--- src/rtl/mem_port_arbiter_pkg.sv ---
// Shared encodings for the SRAM port arbiter: FSM states, access owner,
// and the width helper used to size the latency counter.
`timescale 1ns/1ps
package mem_port_arbiter_pkg;

  typedef enum logic [1:0] {
    ST_IDLE   = 2'd0,
    ST_ACCESS = 2'd1,
    ST_RESP   = 2'd2
  } state_t;

  typedef enum logic [1:0] {
    OWN_NONE = 2'd0,
    OWN_IF   = 2'd1,
    OWN_MEM  = 2'd2
  } owner_t;

  // Width able to hold SRAM_LATENCY-1, never narrower than one bit.
  function automatic int cnt_width(input int lat);
    return (lat > 1) ? $clog2(lat) : 1;
  endfunction

endpackage

--- src/rtl/mem_port_arbiter_wait_counter.sv ---
// Loadable down-counter that times one SRAM access; zero marks the
// final cycle the SRAM enable is held.
`timescale 1ns/1ps
module wait_counter #(
  parameter int WIDTH = 2
) (
  input  logic             clk,
  input  logic             rst,
  input  logic             load,
  input  logic [WIDTH-1:0] load_val,
  input  logic             dec,
  output logic [WIDTH-1:0] cnt,
  output logic             zero
);

  // Load on a new grant, otherwise count down and stop at zero.
  always_ff @(posedge clk) begin
    if (rst) begin
      cnt <= '0;
    end else if (load) begin
      cnt <= load_val;
    end else if (dec && !zero) begin
      cnt <= cnt - WIDTH'(1);
    end
  end

  assign zero = (cnt == '0);

endmodule

--- src/rtl/mem_port_arbiter.sv ---
// Arbitrates the single-port SRAM between instruction fetch and the MEM
// stage. MEM has priority; IF is granted after STARVE_LIMIT consecutive
// MEM grants made while it was waiting. Each access holds the SRAM enable
// for SRAM_LATENCY cycles and ends with a one-cycle ready pulse.
`timescale 1ns/1ps
module mem_port_arbiter
  import mem_port_arbiter_pkg::*;
#(
  parameter int ADDR_W       = 32,
  parameter int DATA_W       = 32,
  parameter int SRAM_LATENCY = 4,
  parameter int STARVE_LIMIT = 4
) (
  input  logic              clk,
  input  logic              rst,
  input  logic              if_req,
  input  logic [ADDR_W-1:0] if_addr,
  input  logic              if_cancel,
  output logic              if_ready,
  output logic [DATA_W-1:0] if_rdata,
  input  logic              mem_req,
  input  logic              mem_we,
  input  logic [ADDR_W-1:0] mem_addr,
  input  logic [DATA_W-1:0] mem_wdata,
  output logic              mem_ready,
  output logic [DATA_W-1:0] mem_rdata,
  output logic              if_freeze,
  output logic              pipe_freeze,
  output logic              sram_en,
  output logic              sram_we,
  output logic [ADDR_W-1:0] sram_addr,
  output logic [DATA_W-1:0] sram_wdata,
  input  logic [DATA_W-1:0] sram_rdata
);

  localparam int CNT_W = cnt_width(SRAM_LATENCY);
  localparam int STV_W = $clog2(STARVE_LIMIT + 1);
  localparam logic [CNT_W-1:0] CNT_LOAD = CNT_W'(SRAM_LATENCY - 1);
  localparam logic [STV_W-1:0] STV_MAX  = STV_W'(STARVE_LIMIT);

  state_t           state, state_nxt;
  owner_t           owner, owner_nxt;
  logic [STV_W-1:0] starve_cnt, starve_nxt;
  logic             cancel_q;
  logic             if_want;
  logic             grant_if, grant_mem;
  logic             done;
  logic [CNT_W-1:0] cnt;
  logic             cnt_zero;

  // A fetch cancelled this cycle is not a candidate for a grant.
  assign if_want = if_req & ~if_cancel;
  assign done    = (state == ST_ACCESS) & cnt_zero;

  wait_counter #(.WIDTH(CNT_W)) u_wait_counter (
    .clk      (clk),
    .rst      (rst),
    .load     (grant_if | grant_mem),
    .load_val (CNT_LOAD),
    .dec      (state == ST_ACCESS),
    .cnt      (cnt),
    .zero     (cnt_zero)
  );

  // State, owner and starvation counter registers.
  // NOTE: sequential state uses non-blocking assignments so every register
  // samples the pre-edge values regardless of statement order.
  always_ff @(posedge clk) begin
    if (rst) begin
      state      <= ST_IDLE;
      owner      <= OWN_NONE;
      starve_cnt <= '0;
    end else begin
      state      <= state_nxt;
      owner      <= owner_nxt;
      starve_cnt <= starve_nxt;
    end
  end

  // Next-state logic and grant decision; grants are only made in IDLE.
  always_comb begin
    // NOTE: every output of this block gets a default first, so no path
    // can leave a value unassigned and infer a latch.
    state_nxt  = state;
    owner_nxt  = owner;
    starve_nxt = starve_cnt;
    grant_if   = 1'b0;
    grant_mem  = 1'b0;
    case (state)
      ST_IDLE: begin
        if (mem_req && if_want && starve_cnt == STV_MAX) grant_if = 1'b1;
        else if (mem_req)                                grant_mem = 1'b1;
        else if (if_want)                                grant_if = 1'b1;

        if (grant_if) begin
          state_nxt  = ST_ACCESS;
          owner_nxt  = OWN_IF;
          starve_nxt = '0;
        end else if (grant_mem) begin
          state_nxt = ST_ACCESS;
          owner_nxt = OWN_MEM;
          if (!if_want)                  starve_nxt = '0;
          else if (starve_cnt != STV_MAX) starve_nxt = starve_cnt + STV_W'(1);
        end
      end
      ST_ACCESS: begin
        if (cnt_zero) state_nxt = ST_RESP;
      end
      ST_RESP: begin
        state_nxt = ST_IDLE;
        owner_nxt = OWN_NONE;
      end
      default: begin
        state_nxt = ST_IDLE;
        owner_nxt = OWN_NONE;
      end
    endcase
  end

  // SRAM request registers, read-data capture and the fetch-cancel flag.
  always_ff @(posedge clk) begin
    if (rst) begin
      sram_en    <= 1'b0;
      sram_we    <= 1'b0;
      sram_addr  <= '0;
      sram_wdata <= '0;
      if_rdata   <= '0;
      mem_rdata  <= '0;
      cancel_q   <= 1'b0;
    end else begin
      if (grant_if || grant_mem) begin
        sram_en    <= 1'b1;
        sram_we    <= grant_mem & mem_we;
        sram_addr  <= grant_mem ? mem_addr : if_addr;
        sram_wdata <= grant_mem ? mem_wdata : '0;
        cancel_q   <= 1'b0;
      end else if (done) begin
        sram_en <= 1'b0;
        sram_we <= 1'b0;
        if (owner == OWN_IF)  if_rdata  <= sram_rdata;
        if (owner == OWN_MEM) mem_rdata <= sram_rdata;
      end
      // A cancelled fetch still completes on the SRAM but is never reported.
      if (if_cancel && owner == OWN_IF && state != ST_IDLE) cancel_q <= 1'b1;
    end
  end

  assign if_ready    = (state == ST_RESP) & (owner == OWN_IF) & ~cancel_q & ~if_cancel;
  assign mem_ready   = (state == ST_RESP) & (owner == OWN_MEM);
  assign if_freeze   = if_req  & ~if_ready  & ~rst;
  assign pipe_freeze = mem_req & ~mem_ready & ~rst;

endmodule

--- config.mk ---
export PLATFORM = sky130hd
export DESIGN_NAME = mem_port_arbiter
export DESIGN_NICKNAME = d
export VERILOG_FILES = /design/src/rtl/mem_port_arbiter_pkg.sv /design/src/rtl/mem_port_arbiter_wait_counter.sv /design/src/rtl/mem_port_arbiter.sv
export SDC_FILE = /design/constraint.sdc
export NUM_CORES = 1
export LEC_CHECK = 0
export CAP_MARGIN = 20
export CORE_ASPECT_RATIO = 1.1
export CORE_MARGIN = 3
export CORE_UTILIZATION = 26
export CTS_CLUSTER_SIZE = 8
export DETAILED_ROUTE_END_ITERATION = 12
export GPL_ROUTABILITY_DRIVEN = 0
export GPL_TIMING_DRIVEN = 0
export PLACE_DENSITY = 0.65
export SKIP_LAST_GASP = 1
export SLEW_MARGIN = 30
export SYNTH_ARGS = -nofsm -noshare
export SYNTH_HDL_FRONTEND = slang
export SYNTH_SLANG_ARGS = --single-unit
--- constraint.sdc ---
create_clock -name clk -period 2 [get_ports clk]
set_input_delay 0.4 -clock clk [delete_from_list [all_inputs] [get_ports clk]]
set_output_delay 0.4 -clock clk [all_outputs]
set_load 0.02 [all_outputs]
Yosys cells after proc, flatten, opt, wreduce, memory -nomap -nowiden
Index checks and enable logic that the tools add are counted.

word-level totals
  logic and storage cells = 89
  register bits after elaboration = 140
  output and inout port bits = 134

operators by class
  bitwise logic cells = 19
  muxes and demuxes = 29
  equal/unequal tests = 9
  add/subtract/negate cells = 2
  reductions and logical operators = 19

operator list
  cell                                                    number
  two-way mux 32 bit                                      2
  two-way mux 1 bit                                       14
  two-way mux 2 bit                                       7
  two-way mux 3 bit                                       4
  AND 1 bit                                               11
  nonzero test 2 bit                                      5
  AND reduction 3 bit                                     3
  one-hot mux 2 bit (2 select lines)                      2
  inverter 1 bit                                          7
  inequality test 3 bit (second input constant)           2
  logical AND 1 bit                                       5
  == test 2 x 1 -> 1 bit (second input constant)          2
  == test 2 bit (second input constant)                   2
  logical NOT 2 bit                                       2
  AND reduction 2 bit                                     2
  adder 3 x 1 -> 3 bit (second input constant)            1
  == test 3 bit (second input constant)                   1
  inequality test 3 x 1 -> 1 bit (second input constant)  1
  inequality test 2 bit (second input constant)           1
  subtractor 2 x 1 -> 2 bit (second input constant)       1
  logical NOT 1 bit                                       1
  logical OR 1 bit                                        1
  bitwise OR 1 bit                                        1

Depth between registers and ports, before layout
Gate-level depths: netlist of run 1.

  depth in word-level cells = 10
  mapped depth = 8

Cells and area by module
From an unflattened synthesis of run 1, not the netlist that was laid out.

second synthesis, totals
  cells, all modules = 611
  area total of the unflattened synthesis = 5551.6 sq um

modules (own cells, without submodules)
  module            sequential area each (sq um)  area an instance (sq um)  cells each  instances
  mem_port_arbiter  2762.6                        5425.2                    597         1
  wait_counter      40.0                          126.4                     14          1

Least setup slack after synthesis of run 1
OpenSTA, ideal clock, no wires.

  path type = reg-to-output
  from = reg state[0]
  to = out if_freeze
  data arrival time = 1.552 ns
  slack = 0.048 ns
  stages on the path, launching flop included = 4
  path through = dfxtp_1 -> nand2b_1 -> nor4_1 -> nor3b_1

on the way
  word-level cells in the longest chain between the ends = 7

RTL lines
  what                     line                     source
  start, declared          mem_port_arbiter.sv:41   state_t state, state_nxt;
  start signal, assigned   mem_port_arbiter.sv:74   state <= state_nxt;
  == test 2 bit            mem_port_arbiter.sv:148  assign if_ready = (state == ST_RESP) & (owner == OWN_IF) & ~cancel_q & ~if_cancel;
  AND 1 bit (3 in series)  mem_port_arbiter.sv:148
  named net if_ready       mem_port_arbiter.sv:19   output logic if_ready,
  inverter 1 bit           mem_port_arbiter.sv:150  assign if_freeze = if_req & ~if_ready & ~rst;
  AND 1 bit (2 in series)  mem_port_arbiter.sv:150
  end, declared            mem_port_arbiter.sv:27   output logic if_freeze,

The timed path passes the listed nets, and every way through them passes these cells.

Worst setup path in the final report of run 1
  from = reg state[0]
  to = out if_freeze

on the way
  word-level cells in the longest chain between the ends = 7

RTL lines
  what                     line
  == test 2 bit            mem_port_arbiter.sv:148
  AND 1 bit (3 in series)  mem_port_arbiter.sv:148
  inverter 1 bit           mem_port_arbiter.sv:150
  AND 1 bit (2 in series)  mem_port_arbiter.sv:150

No other way between the ends.

==> results.md, run 1 <==
* Status: finished, final reports clean
* Ys Warns at 0
* Reg2Reg Depth at 7
* Max clock buf depth at 2
* Main flop type after synthesis: dfxtp_1
* Most common cell after layout, fill and taps aside: clkdlybuf4s50_1
* Largest stage delay on the critical path at 0.35 ns
* FMAX at 0.522 GHz
* P_leak at 3.25 nW
* Grt total ovfl at 0
* H-tree depth at 4
* TritonCTS Sinks at 140
* Combinational share of power at 0.202
* Final period util at 0.957
* Die Area at between 0.02 and 0.025 sq mm
* Synth async-reset ratio at 0
* Port buffer count at 265
* Post-synthesis cell type count at 37
* Detailed-route via count at 5,453
* Area growth syn-to-layout at 66.5%
* Die height at about 160 um
* Number of vias per cell at 4.59
* Sequential share of the synthesized area at 0.514
* Pin count of the biggest net entering global routing at 17
* WS Path Type: reg -> out
* GRT Overall Usage at 0.159
* Setup TNS at 0 ns
* Int Power at 5.62 mW
* Number of global-route vias before repair at ~5,200
* Clk_skew at 0.00842 ns
* RR Startpoint: u_wait_counter.cnt[0]
* Worst Path Required at around 1.6 ns
* Fin. Hold Viols at 0
* Final Cell Area at 0.00907 sq mm
* Finished Core Util at 0.449
* Worst Setup End Kind: output pin
* Slew Limit Fails at 0
* Post-place instance area at approximately 0.0084 sq mm
* Sw frac at 0.289
* Worst Path Arrival at 1.51 ns
* Drc violations at 0
* IO Count at roughly 270
* 1st-iter DRT viols at 214
* Number of flops mapped to enable cells by yosys at 0
* Routed Antenna Nets at 0
* Max FO, Critical Path at 4
* Clk Latency, worst-skew pair at 0.42 ns
* Reg2reg setup slack at 0.31 ns
* Crit path to: if_freeze
* Most frequent cells in the layout: clkdlybuf4s50_1 (261), nand2_1 (164), dfxtp_1 (138)
* Total CTS buffers at 17
* Worst-path cell chain: nand2b_4 > nor4_4 > nor3b_2 > buf_4
* CTS root buf: clkbuf_16
* CP max-delay cell: dfxtp_4
* Peak supply drop at ~0.56 mV
* Mean area per synthesized cell at between 8 and 9 sq um
* Synthesized net count at between 700 and 800
* Detailed Place HPWL at 13,900 um
* Tmin final at between 1.5 and 2 ns
* # rows at 54
* Initial antenna violation count at 0
* Initial Utilization at 0.270
* Hold depth at 3
* RR Endpoint: if_rdata[25]
* Power per Cell Area at 872 mW/mm^2
* Nets at 1,059
* Clock share of power at 0.412
* Post-Route WL at 18,700 um
* P_sw at 2.29 mW
* Setup crit start: state[0]
* DRT Pass-1 Iters at 4
* Cell area after synthesis at roughly 0.0054 sq mm
* Max Cap Viol at 0
* Final setup fails at 0
* Startpoint class of the critical path: flop
* Ant diodes at 0
* Layout cells sized above 1 at 0.132
* Die Wd at 144 um
* Syn Inst Count at 636
* Core Region at slightly above 0.02 sq mm
* RSZ-0062 raised after global routing: no
* Count of state elements after synthesis at 140
* CTS tree: built
* CTS clk-pin slew, worst paths at 0.06 ns
* Max_slew headroom at 0.509
* Worst hold path class: in -> reg
* Flop pwr share at 0.386
* Tightest Pin Transition at around 0.74 ns
* WL per Instance at 15.8 um
* First-pass GRT wire length at 28,400 um
* Cts hold-fix bufs at 0
-- sequential cells by signal, indices dropped and copies added (netlist names), 2 cells and up --
| name | count |
|---|---|
| if_rdata | 32 |
| mem_rdata | 32 |
| owner | 2 |
| sram_addr | 32 |
| sram_wdata | 32 |
| starve_cnt | 3 |
| state | 2 |
| u_wait_counter.cnt | 2 |
-- through the flow --
step	power, mW	std cells	hold slack (ns)	worst slack (ns)
after detailed placement	4.71	1153	0.446	-0.514
after global placement	4.70	1153	0.441	-0.511
after global routing	8.26	1187	0.377	0.0216
final	7.91	1187	0.371	0.0851
after floorplan	3.92	636	0.437	0.0483
after CTS	8.00	1185	0.350	-0.0298
-- logic make-up (layout without fill, tap and decap cells) --
logic type / count (synthesis) / in the layout / synth area share
buf+inv: 57 / 356 / 0.0558
simple gates: 259 / 259 / 0.191
flops: 140 / 140 / 0.514
xor+xnor: 1 / 1 / 0.00161
fa+ha+maj: 3 / 3 / 0.00689
mux: 1 / 1 / 0.00184
compound gates: 175 / 175 / 0.228
-- what timing repair did --
action | 4_1_cts | 5_1_grt
setup endpoints to repair | 4 | 6
resized for setup | 19 | 12
endpoints found under the hold margin | 0 | 0
buffers inserted | 0 | 2
pin swaps | 1 | 2
-- worst max-delay path: cells and delay by family, from the launching register on --
kind,cells,cell delay (ns)
buffers and inverters,1,0.17
and+or+nand+nor,3,0.59
DFF,1,0.35
-- final cells by class --
class	instances	area [sq um]
Fill cell	2007	11100
Sequential cell	140	2810
Timing Repair Buffer	267	2650
Multi-Input combinational cell	439	2380
Clock buffer	17	425
Tap cell	252	315
Buffer	51	285
Clock inverter	15	179
Inverter	6	22.5
-- power by group through the flow --
stage	clock network, mW	logic (mW)	registers (mW)
final	3.26	1.60	3.05
after detailed placement	0	1.60	3.11
after CTS	3.34	1.61	3.05
after floorplan	0	0.630	3.29
after global placement	0	1.59	3.11
after global routing	3.47	1.73	3.07
-- synthesized netlist by cell type (2+ instances only) --
library cell / instances / area (sq um)
nand2_1: 164 / 616
dfxtp_1: 140 / 2800
a21oi_1: 80 / 400
nor2_1: 76 / 285
a22oi_1: 34 / 255
buf_2: 22 / 110
a211oi_2: 20 / 250
a21oi_2: 20 / 175
clkbuf_1: 20 / 75.1
a211oi_1: 12 / 90.1
buf_4: 6 / 45.0
inv_1: 6 / 22.5
nor3b_1: 4 / 30.0
ha_1: 3 / 37.5
nand2b_1: 3 / 18.8
and3_1: 2 / 12.5
buf_12: 2 / 40.0
o21ai_0: 2 / 10.0
or2_1: 2 / 12.5
-- worst min-delay path by stage --
stage | from | endpoint | slack, ns
finish | mem_req | starve_cnt[2] | 0.37
detailed placement | mem_rdata[7] | mem_rdata[7] | 0.45
global placement | if_rdata[16] | if_rdata[16] | 0.44
floorplan | owner[1] | owner[1] | 0.44
global route | mem_req | starve_cnt[2] | 0.38
CTS | mem_req | starve_cnt[2] | 0.35
-- metal layers --
metal  routed length, um  part of all wire  GRT usage  vias up
li1                    -                 -          -     2721
met1                8050              0.43      0.201     2497
met2                8860              0.47      0.258      216
met3                1560             0.083     0.0547       19
met4                 244             0.013     0.0480        0
met5                   0                 0          0        -
Note: power is estimated with default switching activity, not from simulation.
==> run 2: changes to the inputs <==
--- a/config.mk
+++ b/config.mk
@@ -6,4 +6,5 @@
 export NUM_CORES = 1
 export LEC_CHECK = 0
+export ABC_AREA = 0
 export CAP_MARGIN = 20
 export CORE_ASPECT_RATIO = 1.1
==> constraint.sdc (replaced) <==
create_clock -name clk -period 2 [get_ports clk]
set_input_delay 0.5 -clock clk [delete_from_list [all_inputs] [get_ports clk]]
set_output_delay 0.5 -clock clk [all_outputs]
set_load 0.02 [all_outputs]
==> results.md, run 2 (synthesis results as in run 1) <==
* Max Cap Viol at 0
* Total CTS buffers at 17
* RSZ-0062 raised after global routing: yes
* Initial antenna violation count at 1
* Slew Limit Fails at 0
* Nets at 1,058
* Worst Path Required at 1.50 ns
* Status: finished, final reports clean
* WL per Instance at 15.8 um
* Most common cell after layout, fill and taps aside: clkdlybuf4s50_1
* Die Wd at 144 um
* Max_slew headroom at 0.491
* Total power at 7.92 mW
* Peak supply drop at 0.581 mV
* CTS tree: built
* Port buffer count at approximately 270
* Fin. Hold Viols at 0
* Clk_skew at between 0.01 and 0.015 ns
* Clk Latency, worst-skew pair at 0.42 ns
* Die height at 158 um
* CTS root buf: clkbuf_16
* Placed Cells at 1,153
* Detailed-route via count at 5,468
* IO Count at about 270
* RR Startpoint: starve_cnt[0]
* Area growth syn-to-layout at 66.7%
* Worst hold path class: reg -> reg
* First-pass GRT wire length at 28,700 um
* Post-route non-filler standard cell count at 1,187
* Final period util at 0.966
* DRT Pass-1 Iters at 5
* Crit path to: if_freeze
* Tightest Pin Transition at 0.763 ns
* Layout cells sized above 1 at 0.134
* 1st-iter DRT viols at 197
* RR Endpoint: sram_addr[13]
* GRT Overall Usage at 0.162
* Reg2reg setup slack at roughly 0.19 ns
* Number of global-route vias before repair at 5,381
* Power per Cell Area at 873 mW/mm^2
* WS Path Type: reg -> out
* # rows at between 50 and 60
* Setup crit start: owner[1]
* Grt total ovfl at 0
* Drc violations at 0
* Core Region at slightly above 0.02 sq mm
* P_leak at 3.27 nW
* Initial Utilization at 0.270
* Cts hold-fix bufs at 0
* CTS clk-pin slew, worst paths at 0.06 ns
* Reg2Reg Depth at 7
* Pin count of the biggest net entering global routing at 17
* H-tree depth at 4
* Startpoint class of the critical path: flop
* Number of vias per cell at 4.61
* TritonCTS Sinks at 140
* Worst Setup End Kind: output pin
* Worst Path Arrival at ~1.4 ns
* Die Area at 0.0227 sq mm
* FMAX at 0.518 GHz
* Post-Route WL at 18,800 um
* Routed Antenna Nets at 0
* Tmin final at 1.93 ns
* Most frequent cells in the layout: clkdlybuf4s50_1 (259), nand2_1 (164), dfxtp_1 (138)
* Final setup fails at 0
* Finished Core Util at 0.450
* Max FO, Critical Path at 3
* Max clock buf depth at 2
* Detailed Place HPWL at 13,900 um
* Final hold slack at 0.453 ns
==> run 2: worst min path at each step <==
stage                             start            end  cells after the start
after floorplan                owner[1]       owner[1]                      2
after global routing      mem_rdata[28]  mem_rdata[28]                      2
after detailed placement   mem_rdata[7]   mem_rdata[7]                      2
after CTS                       mem_req  starve_cnt[2]                      3
final                      if_rdata[27]   if_rdata[27]                      2
after global placement    mem_rdata[26]  mem_rdata[26]                      2
==> run 2: repair_timing <==
action,4_1_cts,5_1_grt
hold endpoints to repair,0,0
gates resized for setup,30,8
pin swaps,1,1
setup buffers,0,1
setup endpoints to repair,4,4
==> run 2: routing by layer <==
layer  vias to the layer above  global-route usage  share of wire
li1                       2719                   -              -
met1                      2512               0.196           0.42
met2                       217               0.266           0.47
met3                        20              0.0583          0.091
met4                         0              0.0565          0.018
met5                         -                   0              0
==> run 2: power breakdown <==
group	switching, mW	leakage (nW)	internal (mW)
clock	1.27	0.295	2.01
sequential	0.0940	1.14	2.96
combinational	0.823	1.83	0.769
total	2.19	3.27	5.74
==> run 2: final cells by class <==
type / instances / area (sq um)
Fill cell: 1997 / 11100
Sequential cell: 140 / 2810
Timing Repair Buffer: 266 / 2650
Multi-Input combinational cell: 439 / 2390
Clock buffer: 19 / 443
Tap cell: 252 / 315
Buffer: 51 / 289
Clock inverter: 13 / 166
Inverter: 6 / 22.5
Antenna cell: 1 / 2.50
==> run 2: worst max-delay path, cell delays in order, from the launching register on <==
cell,delay [ns]
dfxtp_1,0.33
nand2b_4,0.17
nor4_4,0.29
nor3b_2,0.07
buf_4,0.16
==> run 2: through the flow <==
step           instance area, sq um  setup slack [ns]  TNS (ns)
3_3_place_gp                   8420            -0.735    -24.45
4_1_cts                        9050           0.00737         0
5_1_grt                        9080          -0.00668  -0.00668
2_1_floorplan                  5450            0.0624         0
6_report                       9080            0.0683         0
3_5_place_dp                   8420            -0.715    -26.00
==> run 3: changes to the inputs <==
- SETUP_SLACK_MARGIN: not set -> 0.5
==> results.md, run 3 (synthesis results as in run 1) <==
* Startpoint class of the critical path: flop
* Max Cap Viol at 0
* Finished Core Util at 0.471
* 1st-iter DRT viols at 205
* Sw frac at 0.308
* Area growth syn-to-layout at 74.6%
* CTS root buf: clkbuf_16
* Worst Path Required at 1.50 ns
* Slew Limit Fails at 0
* Nets at 1,090
* Final WS setup at 0.0761 ns
* Initial Utilization at 0.270
* Die Wd at 144 um
* Placement Setup Slack at -0.570 ns
* Post-Route WL at around 20,000 um
* TritonCTS Sinks at 140
* Max clock buf depth at 2
* Combinational share of power at 0.247
* Core Region at 0.0202 sq mm
* WL per Instance at 16.5 um
* Max FO, Critical Path at 2
* # rows at 54
* Peak supply drop at 0.586 mV
* Grt total ovfl at 0
* Total CTS buffers at 17
* Worst Setup End Kind: output pin
* Drc violations at 0
* Most frequent cells in the layout: nand2_1 (164), dfxtp_1 (135), clkdlybuf4s50_1 (129)
* Initial antenna violation count at 2
* Worst Path Arrival at 1.42 ns
* Detailed Place HPWL at 13,900 um
* Die height at approximately 160 um
* Post-place instance area at about 0.0085 sq mm
* H-tree depth at 4
* Port buffer count at ~270
* Max_slew headroom at 0.489
* Cts hold-fix bufs at 0
* Most common cell after layout, fill and taps aside: nand2_1
* WS Path Type: reg -> out
* Power per Cell Area at about 850 mW/mm^2
* P_sw at 2.48 mW
* FMAX at between 0.5 and 0.6 GHz
* CTS clk-pin slew, worst paths at approximately 0.060 ns
* Detailed-route via count at 5,640
* Worst hold path class: reg -> reg
* First-pass GRT wire length at 28,900 um
* Int Power at 5.57 mW
* CTS tree: built
* IO Count at between 200 and 300
* P_leak at roughly 3.9 nW
* Final hold slack at 0.451 ns
* Flop pwr share at 0.379
* Fin. Hold Viols at 0
* Final setup fails at 0
* Number of vias per cell at 4.62
* Final period util at 0.962
* Final Cell Area at 0.00951 sq mm
* Layout cells sized above 1 at 0.359
* Tightest Pin Transition at 0.766 ns
* Pin count of the biggest net entering global routing at 17
* RSZ-0062 raised after global routing: yes
* Tmin final at 1.92 ns
* Clock share of power at 0.374
* Number of global-route vias before repair at 5,403
* Clk_skew at 0.0130 ns
* Setup TNS at 0 ns
* GRT Overall Usage at 0.162
* Die Area at approximately 0.023 sq mm
* Clk Latency, worst-skew pair at 0.42 ns
* Status: finished, final reports clean
* DRT Pass-1 Iters at 4
* Routed Antenna Nets at 0
## run 3: cell count changes in the layout (fill, tap and decap cells not counted), sizes merged, moves of 2 or more
cell           delta
clkinv            -3
inv               +6
clkinvlp          +2
clkbuf           +21
clkdlybuf4s50   -130
bufinv            -3
buf             +139
## run 3: final cells by class
| class | count | area (sq um) |
|---|---|---|
| Clock inverter | 15 | 131 |
| Multi-Input combinational cell | 439 | 2860 |
| Sequential cell | 140 | 2810 |
| Buffer | 51 | 460 |
| Clock buffer | 17 | 425 |
| Tap cell | 252 | 315 |
| Timing Repair Buffer | 298 | 2470 |
| Inverter | 6 | 22.5 |
| Fill cell | 2005 | 10700 |
| Antenna cell | 2 | 5.00 |
## run 3: worst paths after layout
check,slack (ns),cells after the start,startpoint,to
worst max register to register,0.17,9,starve_cnt[0],sram_wdata[8]
worst max-delay path,0.08,3,state[0],if_ready
worst min register to register,0.45,2,if_rdata[6],if_rdata[6]
worst min-delay path,0.45,2,if_rdata[6],if_rdata[6]
## run 3: power groups by stage
stage               Clock, mW  Sequential (mW)  Combinational [mW]
CTS                      3.10             3.04                1.51
finish                   3.01             3.05                1.99
detailed placement          0             3.11                1.61
global placement            0             3.11                1.60
floorplan                   0             3.29               0.645
global route             3.22             3.07                2.13
## run 3: per-layer routing
metal,vias up,share of wire,track usage
met3,17,0.080,0.0556
li1,2794,-,-
met4,0,0.010,0.0475
met2,204,0.49,0.272
met1,2625,0.42,0.197
met5,-,0,0
## run 3: per-stage QoR
stage,std cells,power [mW]
CTS,1188,7.65
floorplan,636,3.94
detailed placement,1153,4.72
global route,1220,8.42
global placement,1153,4.71
finish,1220,8.05
## run 3: repair_timing
| item | CTS | global route |
|---|---|---|
| gates resized for setup | 515 | 167 |
| buffers inserted | 3 | 20 |
| setup endpoints to repair | 268 | 156 |
| gates cloned | 0 | 10 |
| pin swaps | 3 | 89 |
## run 3: worst max-delay path: stages (launching register included)
cell and delay, ns:
dfxtp_4 0.34, nand2b_4 0.14, nor4_4 0.31, buf_4 0.22
